`src/rtl/ddr2_local_arbiter.sv`:
```
// Two-port round-robin arbiter in front of a DDR2 controller local interface.
// Latency: request to local_* is combinational; read returns are routed in the same cycle.
// Backpressure: local_ready=0 locks the current selection until accepted; reads stall at TAG_DEPTH outstanding.
// Optional build macro DDR2_ARB_FIXED_PRI_EN: port 0 always wins when eligible and unlocked.
module ddr2_local_arbiter #(
  parameter int DATA_W    = 160,
  parameter int ADDR_W    = 23,
  parameter int TAG_DEPTH = 8
) (
  input  logic                clk,
  input  logic                reset_n,
  input  logic                p0_read_req,
  input  logic                p0_write_req,
  input  logic [ADDR_W-1:0]   p0_addr,
  input  logic [DATA_W-1:0]   p0_wdata,
  input  logic [DATA_W/8-1:0] p0_be,
  output logic                p0_ready,
  output logic                p0_rdata_valid,
  output logic [DATA_W-1:0]   p0_rdata,
  input  logic                p1_read_req,
  input  logic                p1_write_req,
  input  logic [ADDR_W-1:0]   p1_addr,
  input  logic [DATA_W-1:0]   p1_wdata,
  input  logic [DATA_W/8-1:0] p1_be,
  output logic                p1_ready,
  output logic                p1_rdata_valid,
  output logic [DATA_W-1:0]   p1_rdata,
  input  logic                local_ready,
  input  logic                local_init_done,
  input  logic                local_rdata_valid,
  input  logic [DATA_W-1:0]   local_rdata,
  output logic                local_read_req,
  output logic                local_write_req,
  output logic                local_burstbegin,
  output logic                local_size,
  output logic                local_cs_addr,
  output logic [12:0]         local_row_addr,
  output logic [1:0]          local_bank_addr,
  output logic [7:0]          local_col_addr,
  output logic [DATA_W-1:0]   local_wdata,
  output logic [DATA_W/8-1:0] local_be,
  output logic                rd_tag_err
);

  localparam int PTR_W = (TAG_DEPTH > 1) ? $clog2(TAG_DEPTH) : 1;
  localparam int CNT_W = $clog2(TAG_DEPTH + 1);
  localparam logic [PTR_W-1:0] PTR_LAST = PTR_W'(TAG_DEPTH - 1);
  localparam logic [CNT_W-1:0] CNT_FULL = CNT_W'(TAG_DEPTH);

  typedef enum logic {ST_OPEN, ST_LOCKED} state_t;

  state_t                state, state_nxt;
  logic                  lock_port, lock_port_nxt;
  logic                  last_grant, last_grant_nxt;
  logic [TAG_DEPTH-1:0]  tag_mem;
  logic [PTR_W-1:0]      wr_ptr, rd_ptr;
  logic [CNT_W-1:0]      count;

  logic                  grant_en, rd_room, elig0, elig1;
  logic                  sel_vld, sel_port, sel_rd, sel_wr, accept, push, pop;
  logic [ADDR_W-1:0]     sel_addr;

  // Grants are blocked until the controller has finished init (and during reset).
  assign grant_en = local_init_done & reset_n;
  // Room is judged on the registered count: a same-cycle pop does not free a slot.
  assign rd_room  = (count != CNT_FULL);
  assign elig0    = p0_write_req | (p0_read_req & rd_room);
  assign elig1    = p1_write_req | (p1_read_req & rd_room);

  // Port selection: a locked selection is held, otherwise arbitrate.
  always_comb begin
    sel_vld  = 1'b0;
    sel_port = 1'b0;
    if (grant_en) begin
      if (state == ST_LOCKED) begin
        sel_port = lock_port;
        sel_vld  = lock_port ? elig1 : elig0;
      end else if (elig0 && elig1) begin
        sel_vld  = 1'b1;
`ifdef DDR2_ARB_FIXED_PRI_EN
        sel_port = 1'b0;
`else
        sel_port = ~last_grant;
`endif
      end else if (elig0) begin
        sel_vld  = 1'b1;
        sel_port = 1'b0;
      end else if (elig1) begin
        sel_vld  = 1'b1;
        sel_port = 1'b1;
      end
    end
  end

  // Steer the selected port onto the controller interface; read+write counts as write.
  assign sel_rd           = sel_port ? p1_read_req  : p0_read_req;
  assign sel_wr           = sel_port ? p1_write_req : p0_write_req;
  assign sel_addr         = sel_port ? p1_addr      : p0_addr;
  assign local_wdata      = sel_port ? p1_wdata     : p0_wdata;
  assign local_be         = sel_port ? p1_be        : p0_be;
  assign local_write_req  = sel_vld & sel_wr;
  assign local_read_req   = sel_vld & sel_rd & ~sel_wr;
  assign local_burstbegin = local_read_req | local_write_req;
  assign local_row_addr   = sel_addr[22:10];
  assign local_bank_addr  = sel_addr[9:8];
  assign local_col_addr   = sel_addr[7:0];
  assign local_cs_addr    = 1'b0;
  assign local_size       = 1'b1;

  assign accept   = sel_vld & local_ready;
  assign p0_ready = accept & ~sel_port;
  assign p1_ready = accept & sel_port;

  // Lock / grant-history next state.
  always_comb begin
    state_nxt      = state;
    lock_port_nxt  = lock_port;
    last_grant_nxt = last_grant;
    if (accept) begin
      state_nxt      = ST_OPEN;
      last_grant_nxt = sel_port;
    end else if (sel_vld) begin
      state_nxt      = ST_LOCKED;
      lock_port_nxt  = sel_port;
    end else begin
      state_nxt      = ST_OPEN;
    end
  end

  // Arbiter state register; last_grant resets to 1 so port 0 wins first.
  always_ff @(posedge clk or negedge reset_n) begin
    if (!reset_n) begin
      state      <= ST_OPEN;
      lock_port  <= 1'b0;
      last_grant <= 1'b1;
    end else begin
      state      <= state_nxt;
      lock_port  <= lock_port_nxt;
      last_grant <= last_grant_nxt;
    end
  end

  // Tag FIFO: one bit per outstanding read records the requesting port.
  assign push = accept & local_read_req;
  assign pop  = local_rdata_valid & (count != '0);

  assign p0_rdata_valid = pop & ~tag_mem[rd_ptr];
  assign p1_rdata_valid = pop &  tag_mem[rd_ptr];
  assign p0_rdata       = local_rdata;
  assign p1_rdata       = local_rdata;

  // Tag storage needs no reset; validity is tracked by count.
  always_ff @(posedge clk) begin
    if (push) tag_mem[wr_ptr] <= sel_port;
  end

  // FIFO pointers, occupancy and the sticky unexpected-return flag.
  always_ff @(posedge clk or negedge reset_n) begin
    if (!reset_n) begin
      wr_ptr     <= '0;
      rd_ptr     <= '0;
      count      <= '0;
      rd_tag_err <= 1'b0;
    end else begin
      if (push) wr_ptr <= (wr_ptr == PTR_LAST) ? '0 : wr_ptr + 1'b1;
      if (pop)  rd_ptr <= (rd_ptr == PTR_LAST) ? '0 : rd_ptr + 1'b1;
      if (push && !pop)      count <= count + 1'b1;
      else if (pop && !push) count <= count - 1'b1;
      if (local_rdata_valid && count == '0) rd_tag_err <= 1'b1;
    end
  end

endmodule

```
`config.mk`:
```
export PLATFORM = sky130hd
export DESIGN_NAME = ddr2_local_arbiter
export DESIGN_NICKNAME = d
export VERILOG_FILES = /design/src/rtl/ddr2_local_arbiter.sv
export SDC_FILE = /design/constraint.sdc
export NUM_CORES = 1
export LEC_CHECK = 0
export CAP_MARGIN = 20
export CORE_AREA = 5 5 423 425
export CTS_CLUSTER_DIAMETER = 30
export CTS_CLUSTER_SIZE = 25
export DETAILED_ROUTE_END_ITERATION = 7
export DIE_AREA = 0 0 428 430
export HOLD_SLACK_MARGIN = 0.06
export SYNTH_ARGS = -nofsm -noshare
export SYNTH_HDL_FRONTEND = slang
export SYNTH_SLANG_ARGS = --single-unit
```
`constraint.sdc`:
```
create_clock -name clk -period 4.73 [get_ports clk]
set_clock_uncertainty 0.15 [all_clocks]
set_input_delay 0.473 -clock clk [delete_from_list [all_inputs] [get_ports clk]]
set_output_delay 0.473 -clock clk [all_outputs]
set_load 0.02 [all_outputs]
```
Word-level counts from Yosys, hierarchy flattened
Cells that the tools add are included.
- bits in registers: 22
- bits of input ports: 575
- output and inout bits: 533
- word-level logic and storage cells: 76
- $add $sub $neg: 4
- $lt $le $gt $ge: 3
- equality and inequality tests: 3
- mux-type cells: 26
- bitwise operators: 21
- reductions and logical operators: 11
- operators with widths (cell ; number):
    two-way mux 160 bit ; 1
    two-way mux 23 bit ; 1
    two-way mux 20 bit ; 1
    two-way mux 1 bit ; 16
    AND 1 bit ; 13
    bitwise mux 8 bit ; 1
    less-than comparator 3 x 4 -> 1 bit (second input constant) ; 2
    two-way mux 4 bit ; 2
    adder 3 x 1 -> 3 bit (second input constant) ; 2
    == test 3 bit (second input constant) ; 2
    two-way mux 3 bit ; 2
    logical AND 1 bit ; 5
    inverter 1 bit ; 5
    adder 4 x 1 -> 4 bit (second input constant) ; 1
    logical NOT 4 bit ; 1
    inequality test 4 bit (second input constant) ; 1
    nonzero test 4 bit ; 1
    subtractor 4 x 1 -> 4 bit (second input constant) ; 1
    binary-select mux 1 bit (select 3 bit) ; 1
    demux 1 bit (select 3 bit) ; 1
    >= comparator 3 x 1 -> 1 bit (second input constant) ; 1
    bitwise OR 1 bit ; 3
    logical NOT 1 bit ; 2
    AND reduction 2 bit ; 1
    nonzero test 2 bit ; 1

Logic depth before layout (Yosys ltp)
Gate-level depths: netlist of run 1.
- word-level depth: 16
- mapped depth: 14
- depth with buffers taken out: 13

Least setup slack after synthesis of run 1
No wires, ideal clock.
- kind: register to register
- from: register count[0]
- to: register count[3]
- library setup time: 0.125 ns
- arrival time: 3.187 ns
- required time: 4.455 ns
- setup slack: 1.268 ns
- stages on the path, launching flop included: 15
- path buffers: 1
- period minus slack after synthesis: 3.462 ns
- path through: dfrtp_1 or4b_4 a2111oi_0 nor4_1 o31ai_1 buf_2 inv_1 ha_1 inv_1 ha_1 a21o_1 a21oi_1 xnor2_1 nor2_1 xor2_1
- cells in the longest elaborated chain, start to end: 15
- elaborated cells between the ends (all ways): 34
- classes of those cells: add/sub (2); eq/ne (1); mux (14); bitwise (10); reduce/logical (7)
- ends and longest elaborated chain (element ; line ; text):
    start, declared ; 57 ; logic [CNT_W-1:0] count;
    start signal, assigned ; 167 ; if (push && !pop) count <= count + 1'b1;
    start signal, assigned ; 168 ; else if (pop && !push) count <= count - 1'b1;
    inequality test 4 bit * ; 66 ; assign rd_room = (count != CNT_FULL);
    AND 1 bit ; 68 ; assign elig1 = p1_write_req | (p1_read_req & rd_room);
    bitwise OR 1 bit ; 68 ;
    two-way mux 1 bit ; 88 ; end else if (elig1) begin
    two-way mux 1 bit ; 85 ; end else if (elig0) begin
    two-way mux 1 bit ; 78 ; end else if (elig0 && elig1) begin
    two-way mux 1 bit ; 75 ; if (state == ST_LOCKED) begin
    two-way mux 1 bit ; 74 ; if (grant_en) begin
    two-way mux 1 bit (on tied branches) ; 96, 97 ;
    AND 1 bit or inverter 1 bit (tied branches) ; 102 ; assign local_read_req = sel_vld & sel_rd & ~sel_wr;
    AND 1 bit ; 102 ;
    AND 1 bit * ; 144 ; assign push = accept & local_read_req;
    via push ; 60 ; logic sel_vld, sel_port, sel_rd, sel_wr, accept, push, pop;
    logical NOT 1 bit ; 168 ;
    logical AND 1 bit ; 168 ;
    nonzero test 2 bit (no source line) ; n/a ;
The timed path passes the listed nets; every way through them passes the cells marked *. The select of a mux whose other input is x is not followed.
A chain may end at the register's enable or synchronous reset.

Final worst setup path of run 1
- from: register count[0]
- to: output local_wdata[26]
- cells in the longest elaborated chain, start to end: 9
- elaborated cells between the ends (all ways): 12
- classes of those cells: eq/ne (1); mux (6); bitwise (4); reduce/logical (1)
- ends and longest elaborated chain (element ; line ; text):
    inequality test 4 bit * ; 66 ;
    AND 1 bit ; 68 ;
    bitwise OR 1 bit ; 68 ;
    two-way mux 1 bit ; 88 ;
    two-way mux 1 bit ; 85 ;
    two-way mux 1 bit * ; 78 ;
    two-way mux 1 bit * ; 75 ;
    two-way mux 1 bit * ; 74 ;
    two-way mux 160 bit * ; 99 ; assign local_wdata = sel_port ? p1_wdata : p0_wdata;
    end, declared ; 40 ; output logic [DATA_W-1:0] local_wdata,
Mark *: on every way between the ends. The rest lies on a longest branch, timed or not.

==> results of run 1 <==
==> power by group through the flow <==
stage	registers [mW]	logic [mW]	clock network [mW]
2_1_floorplan	0.319	1.19	0
3_3_place_gp	0.328	1.91	0
3_5_place_dp	0.336	1.94	0
4_1_cts	0.333	1.95	0.243
5_1_grt	0.345	1.97	0.252
6_report	0.335	1.87	0.241
==> cells in the mapped netlist, drive strengths merged, types with 2 or more instances <==
library cell,instances
mux2,210
mux4,2
ha,7
inv,9
conb,2
nor4b,3
nor4,7
a2111oi,2
dfrtp,13
a211o,2
nor2,7
or3,2
nand2,4
xnor2,3
clkbuf,2
nor2b,3
a21o,5
edfxtp,8
nor3,6
o21ai,3
nand3,2
buf,346
a21oi,4
==> worst max path at each step <==
stage | start | end | slack [ns]
global route | count[0]$_DFFE_PN0P_ | local_wdata[118] | 0.27
finish | count[0]$_DFFE_PN0P_ | local_wdata[26] | 0.44
CTS | count[0]$_DFFE_PN0P_ | local_wdata[26] | 0.38
floorplan | count[0]$_DFFE_PN0P_ | count[3]$_DFFE_PN0P_ | 1.27
detailed placement | count[0]$_DFFE_PN0P_ | local_wdata[26] | 0.68
global placement | count[0]$_DFFE_PN0P_ | local_wdata[26] | 0.72
==> final cells by class <==
type                            instances  share of cell area (%)
Antenna cell                           42                   0.754
Multi-Input combinational cell        287                    25.2
Tap cell                             2340                    21.0
Sequential cell                        22                    4.25
Clock buffer                            3                   0.539
Inverter                                9                   0.242
Clock inverter                          1                   0.216
Timing Repair Buffer                  636                    47.8
==> cells by family (layout without fill, tap and decap cells) <==
logic type / count (synthesis) / in the layout / synth area share [%]
flops: 22 / 22 / 8.72
other cells: 2 / 44 / 0.111
xor+xnor: 4 / 4 / 0.516
buf+inv: 357 / 649 / 39.7
simple gates: 40 / 40 / 3.43
fa+ha+maj: 8 / 8 / 1.59
compound gates: 20 / 20 / 2.07
mux: 213 / 213 / 43.9
==> routing by layer <==
| metal | part of all wire [%] | wire, um | vias up | GRT usage (%) |
|---|---|---|---|---|
| met2 | 48 | 65700 | 1091 | 24.6 |
| met4 | 2.9 | 3990 | 124 | 2.45 |
| li1 | - | - | 2593 | - |
| met3 | 24 | 32300 | 413 | 16.1 |
| met5 | 0.78 | 1070 | - | 0.338 |
| met1 | 25 | 33800 | 3138 | 10.1 |
==> registers in the layout, summed over array words and instances, names as in the netlist <==
name	count
wr_ptr	3
tag_mem	8
state	1
rd_ptr	3
count	4
rd_tag_err	1
last_grant	1
lock_port	1
==> worst max-delay path, cell delays in order, from the launching register on <==
cell             delay [ns]
dfrtp_1                0.46
or4b_4                 0.60
a21o_1                 0.22
a211o_1                0.34
a21o_4                 0.35
buf_12                 0.21
buf_4                  0.22
mux2_2                 0.28
clkdlybuf4s50_1        0.69
==> metrics by stage <==
step | hold WS, ns | utilization [%] | power [mW]
6_report | 0.309 | 7.96 | 2.44
5_1_grt | 0.339 | 7.91 | 2.57
4_1_cts | 0.311 | 7.90 | 2.52
3_5_place_dp | 0.297 | 7.84 | 2.27
3_3_place_gp | 0.293 | 7.84 | 2.24
2_1_floorplan | 0.0274 | - | 1.50
==> qor.yml, run 1 <==
grt.overflow.total: 0
max_cap_viol_count: 0
worst_slew_pin_slew_ns: 0.746
fin_cells: 3340
rsz0062_at_grt: "no"
antenna_found_initial: 208
p_leak_nw: 4.93
grt_pass1_wl_um: 153000
firstDrtPassIters: 5
ir_drop_mv: 0.107
ys.flop_type: "dfrtp_1"
pwr-share-comb_pct: 76.4
synth_edf_count: 8
io_buffer_count: 625
r2r-start: "count[0]$_DFFE_PN0P_"
critPathArrivalTime_ns: 3.67
drc_errors: 0
placementRows: 154
cts.sink_count: 22
place_area_um2: 13700
synth.avg_cell_area_um2: 10.2
place.gp.congestion: 0.887
status: "finished, final reports clean"
hold_viol: 0
io_pins: 1108
cell_internal_pwr_mw: 1.43
synth.distinct_cells: 40
drt-total-wl_um: 137000
synth_cells: 666
fin_crit_ns: 4.29
cts_tree: "yes"
coreArea_um2: 175000
r2r_slack_ns: 0.84
layout-drive-gt1-share_pct: 31.0
cts_resized: 0
crit_path_end_kind: "primary output"
cts_buffers: 3
reg2reg_to: "count[3]$_DFFE_PN0P_"
switchingPower_mw: 1.02
whs_endpoint: "rd_tag_err$_DFFE_PN0P_"
synth_fp_nets: 1249
worstSkewPairLatency_ns: 0.26
dp_hpwl_um: 132000
antenna_left: 0
routedWlPerCell_um: 41.0
multi_input_area_um2: 3510
die_w_um: 428
slew_headroom_pct: 50.2
drt_iter0_markers: 598
syn_area_um2: 6790
dp_slack_ns: 0.679
tns_ns: 0
fin_crit_sh_pct: 90.8
yosysTopAreaCell: "buf_4"
min_path_cells: 1
layout_commonest_cell: "clkdlybuf4s50_1"
fmax_mhz: 233
p_per_area_nw_per_um2: 175
path_max_fanout: 21
crit_type: "register to primary output"
rr_worst_depth: 14
cts_buffer_depth: 2
die_h_um: 430
start_kind: "register"
crit_required_ns: 4.11
async_reset_ff_share_pct: 63.6
setup_slack_ns: 0.437
grt_max_degree: 49
start_util_pct: 3.88
timing.final.max_slew_violations: 0
htree_levels: 1
fin_area_um2: 13900
postCtsHoldBufs: 0
ys_warn_count: 0
min_path_type: "register to register"
layout_common_cells: "clkdlybuf4s50_1, mux2_4, mux2_2"
setup_viol: 0
seqPwrFrac_pct: 13.7
dp.cells: 3294
root_buffer: "clkbuf_16"
path_clk_slew_ns: 0.06
synth_top_area_share_pct: 35.6
hold_start: "rd_tag_err$_DFFE_PN0P_"
seqCellArea_um2: 592
yosysSeqAreaShare_pct: 8.72
die_area_um2: 184000
grt_pass1_vias: 6642
syn_to_final_growth_pct: 105
postCtsSetupBuffers: 0
viasPerCell: 2.20
swShare_pct: 41.6
p_clk_share_pct: 9.9
routed-via-count: 7359
finalNetCount: 1542
n_fill_cell: 20400
ys_ff_latch: 22
ys_top_cells_by_area: "buf_4, mux2_4, mux2_2, dfrtp_1, edfxtp_1"
grt_usage_pct: 14.1
Power figures use the tool's default switching activity.
==> run 2: changes to the inputs <==
- CTS_CLUSTER_SIZE: 25 -> 16
- GPL_TIMING_DRIVEN: not set -> 0
==> qor.yml, run 2 (synthesized netlist as in run 1, its figures left out) <==
crit_top_cell: "buf_6"
grt_max_degree: 18  # -63%
crit_path_end_kind: "primary output"
cts_tree: "yes"
fin_crit_ns: 4.52  # +0.229 ns
io_buffer_count: 945  # +51%
hold_viol: 0  # unchanged
crit_type: "register to primary output"
worst_slew_pin_slew_ns: 0.833  # +0.0864 ns
root_buffer: "clkbuf_16"
viasPerCell: 2.48  # +12%
drt_iter0_markers: 704  # +18%
cts_resized: 0  # unchanged
min_path_type: "register to register"
p_per_area_nw_per_um2: 160  # -8.7%
dp_hpwl_um: 136000  # +3.4%
io_pins: 1108  # unchanged
fin_crit_sh_pct: 95.6  # +4.8 points
slew_headroom_pct: 44.3  # -5.9 points
rsz0062_at_grt: "no"
cts.sink_count: 22  # unchanged
grt.overflow.total: 0  # unchanged
drt-total-wl_um: 142000  # +3.6%
cts_buffer_depth: 2  # unchanged
timing.final.max_slew_violations: 0  # unchanged
die_area_um2: 184000  # unchanged
coreArea_um2: 175000  # unchanged
total_power_mw: 3.10  # +27%
die_h_um: 430  # unchanged
start_kind: "register"
antenna_left: 0  # unchanged
routed-via-count: 9905  # +35%
top_register: "tag_mem"
syn_to_final_growth_pct: 185
path_max_fanout: 10  # -52%
setup_slack_ns: 0.208  # -0.229 ns
drc_errors: 0  # unchanged
cts_buffers: 3  # unchanged
grt_usage_pct: 14.5  # +0.45 points
postCtsHoldBufs: 0  # unchanged
crit_slowest_cell: "clkdlybuf4s50_1"
path_clk_slew_ns: 0.06  # about the same
setup_viol: 0  # unchanged
status: "finished, final reports clean"
crit_required_ns: 4.11  # about the same
place.gp.congestion: 1.04  # +18%
routedWlPerCell_um: 35.5  # -13%
critPathArrivalTime_ns: 3.90  # +0.23 ns
grt_pass1_wl_um: 162000  # +6.3%
die_w_um: 428  # unchanged
finalNetCount: 2199  # +43%
dp_slack_ns: 0.155  # -0.524 ns
postCtsSetupBuffers: 0  # unchanged
cpPeakStageDelay_ns: 1.00  # +0.31 ns
htree_levels: 1  # unchanged
layout-drive-gt1-share_pct: 34.9  # +3.9 points
tns_ns: 0  # unchanged
start_util_pct: 3.88  # unchanged
reg.largest.list: "tag_mem x8, count x4"
largest_reg_flops: 8  # unchanged
cp_cell_sequence: "or4b_4 -> a21o_1 -> a211o_1 -> a21o_1 -> buf_6 -> buf_6 -> buf_6 -> mux2_4 -> clkdlybuf4s50_1"
firstDrtPassIters: 5  # unchanged
fmax_mhz: 221  # -5.1%
p_leak_nw: 7.55  # +53%
ir_drop_mv: 0.0989  # -7.9%
layout_common_cells: "clkdlybuf4s50_1, buf_4, mux2_4"
worstSkewPairLatency_ns: 0.26  # about the same
grt_pass1_vias: 9318  # +40%
antenna_found_initial: 216  # +3.8%
layout_commonest_cell: "clkdlybuf4s50_1"
placementRows: 154  # unchanged
max_cap_viol_count: 0  # unchanged
[run 2: per-stage QoR]
step           utilization (%)  instances  hold slack [ns]  cell area, um2
2_1_floorplan                -        666           0.0274            6790
3_3_place_gp              11.0       3951            0.291           19200
3_5_place_dp              11.0       3951            0.297           19200
4_1_cts                   11.0       3955            0.311           19300
5_1_grt                   11.0       3962            0.340           19300
6_report                  11.1       3997            0.309           19400
[run 2: path summary, 6_finish.rpt]
path,startpoint,endpoint,slack [ns],cells after the start
min,rd_tag_err$_DFFE_PN0P_,rd_tag_err$_DFFE_PN0P_,0.31,1
min reg2reg,rd_tag_err$_DFFE_PN0P_,rd_tag_err$_DFFE_PN0P_,0.31,1
max,count[0]$_DFFE_PN0P_,local_wdata[117],0.21,9
min in group asynchronous,reset_n,wr_ptr[1]$_DFFE_PN0P_,0.52,1
max in group asynchronous,reset_n,rd_ptr[0]$_DFFE_PN0P_,3.43,1
max reg2reg,count[0]$_DFFE_PN0P_,count[3]$_DFFE_PN0P_,0.72,14
[run 2: cell type report]
cell class / instances / area [um2]
Fill cell: 20200 / 156000
Tap cell: 2340 / 2930
Inverter: 9 / 33.8
Clock buffer: 4 / 88.8
Sequential cell: 22 / 592
Buffer: 348 / 2660
Multi-Input combinational cell: 287 / 3500
Timing Repair Buffer: 945 / 9460
Antenna cell: 42 / 105
[run 2: report_power, final]
group / internal, mW / total [mW] / switching [mW]
clock network: 0.129 / 0.198 / 0.0689
registers: 0.252 / 0.335 / 0.0828
logic: 1.36 / 2.57 / 1.21
[run 2: worst max-delay path: cells and delay by family, from the launching register on]
kind | cells | cell delay, ns
DFF | 1 | 0.46
buffers and inverters | 4 | 1.56
and+or+nand+nor | 1 | 0.60
AOI/OAI and AO/OA | 3 | 0.74
muxes | 1 | 0.21
[run 2: routing by layer]
metal | share of wire [%] | vias up | global-route usage, %
met5 | 0.50 | - | 0
met4 | 2.1 | 108 | 1.50
met3 | 14 | 318 | 8.67
met2 | 49 | 974 | 25.9
met1 | 35 | 4593 | 15.2
li1 | - | 3912 | -
==> run 3: changes to the inputs <==
- HOLD_SLACK_MARGIN: 0.06 -> not set
==> results of run 3 <==
The final DEF is identical to that of run 2; final timing and power are the same.
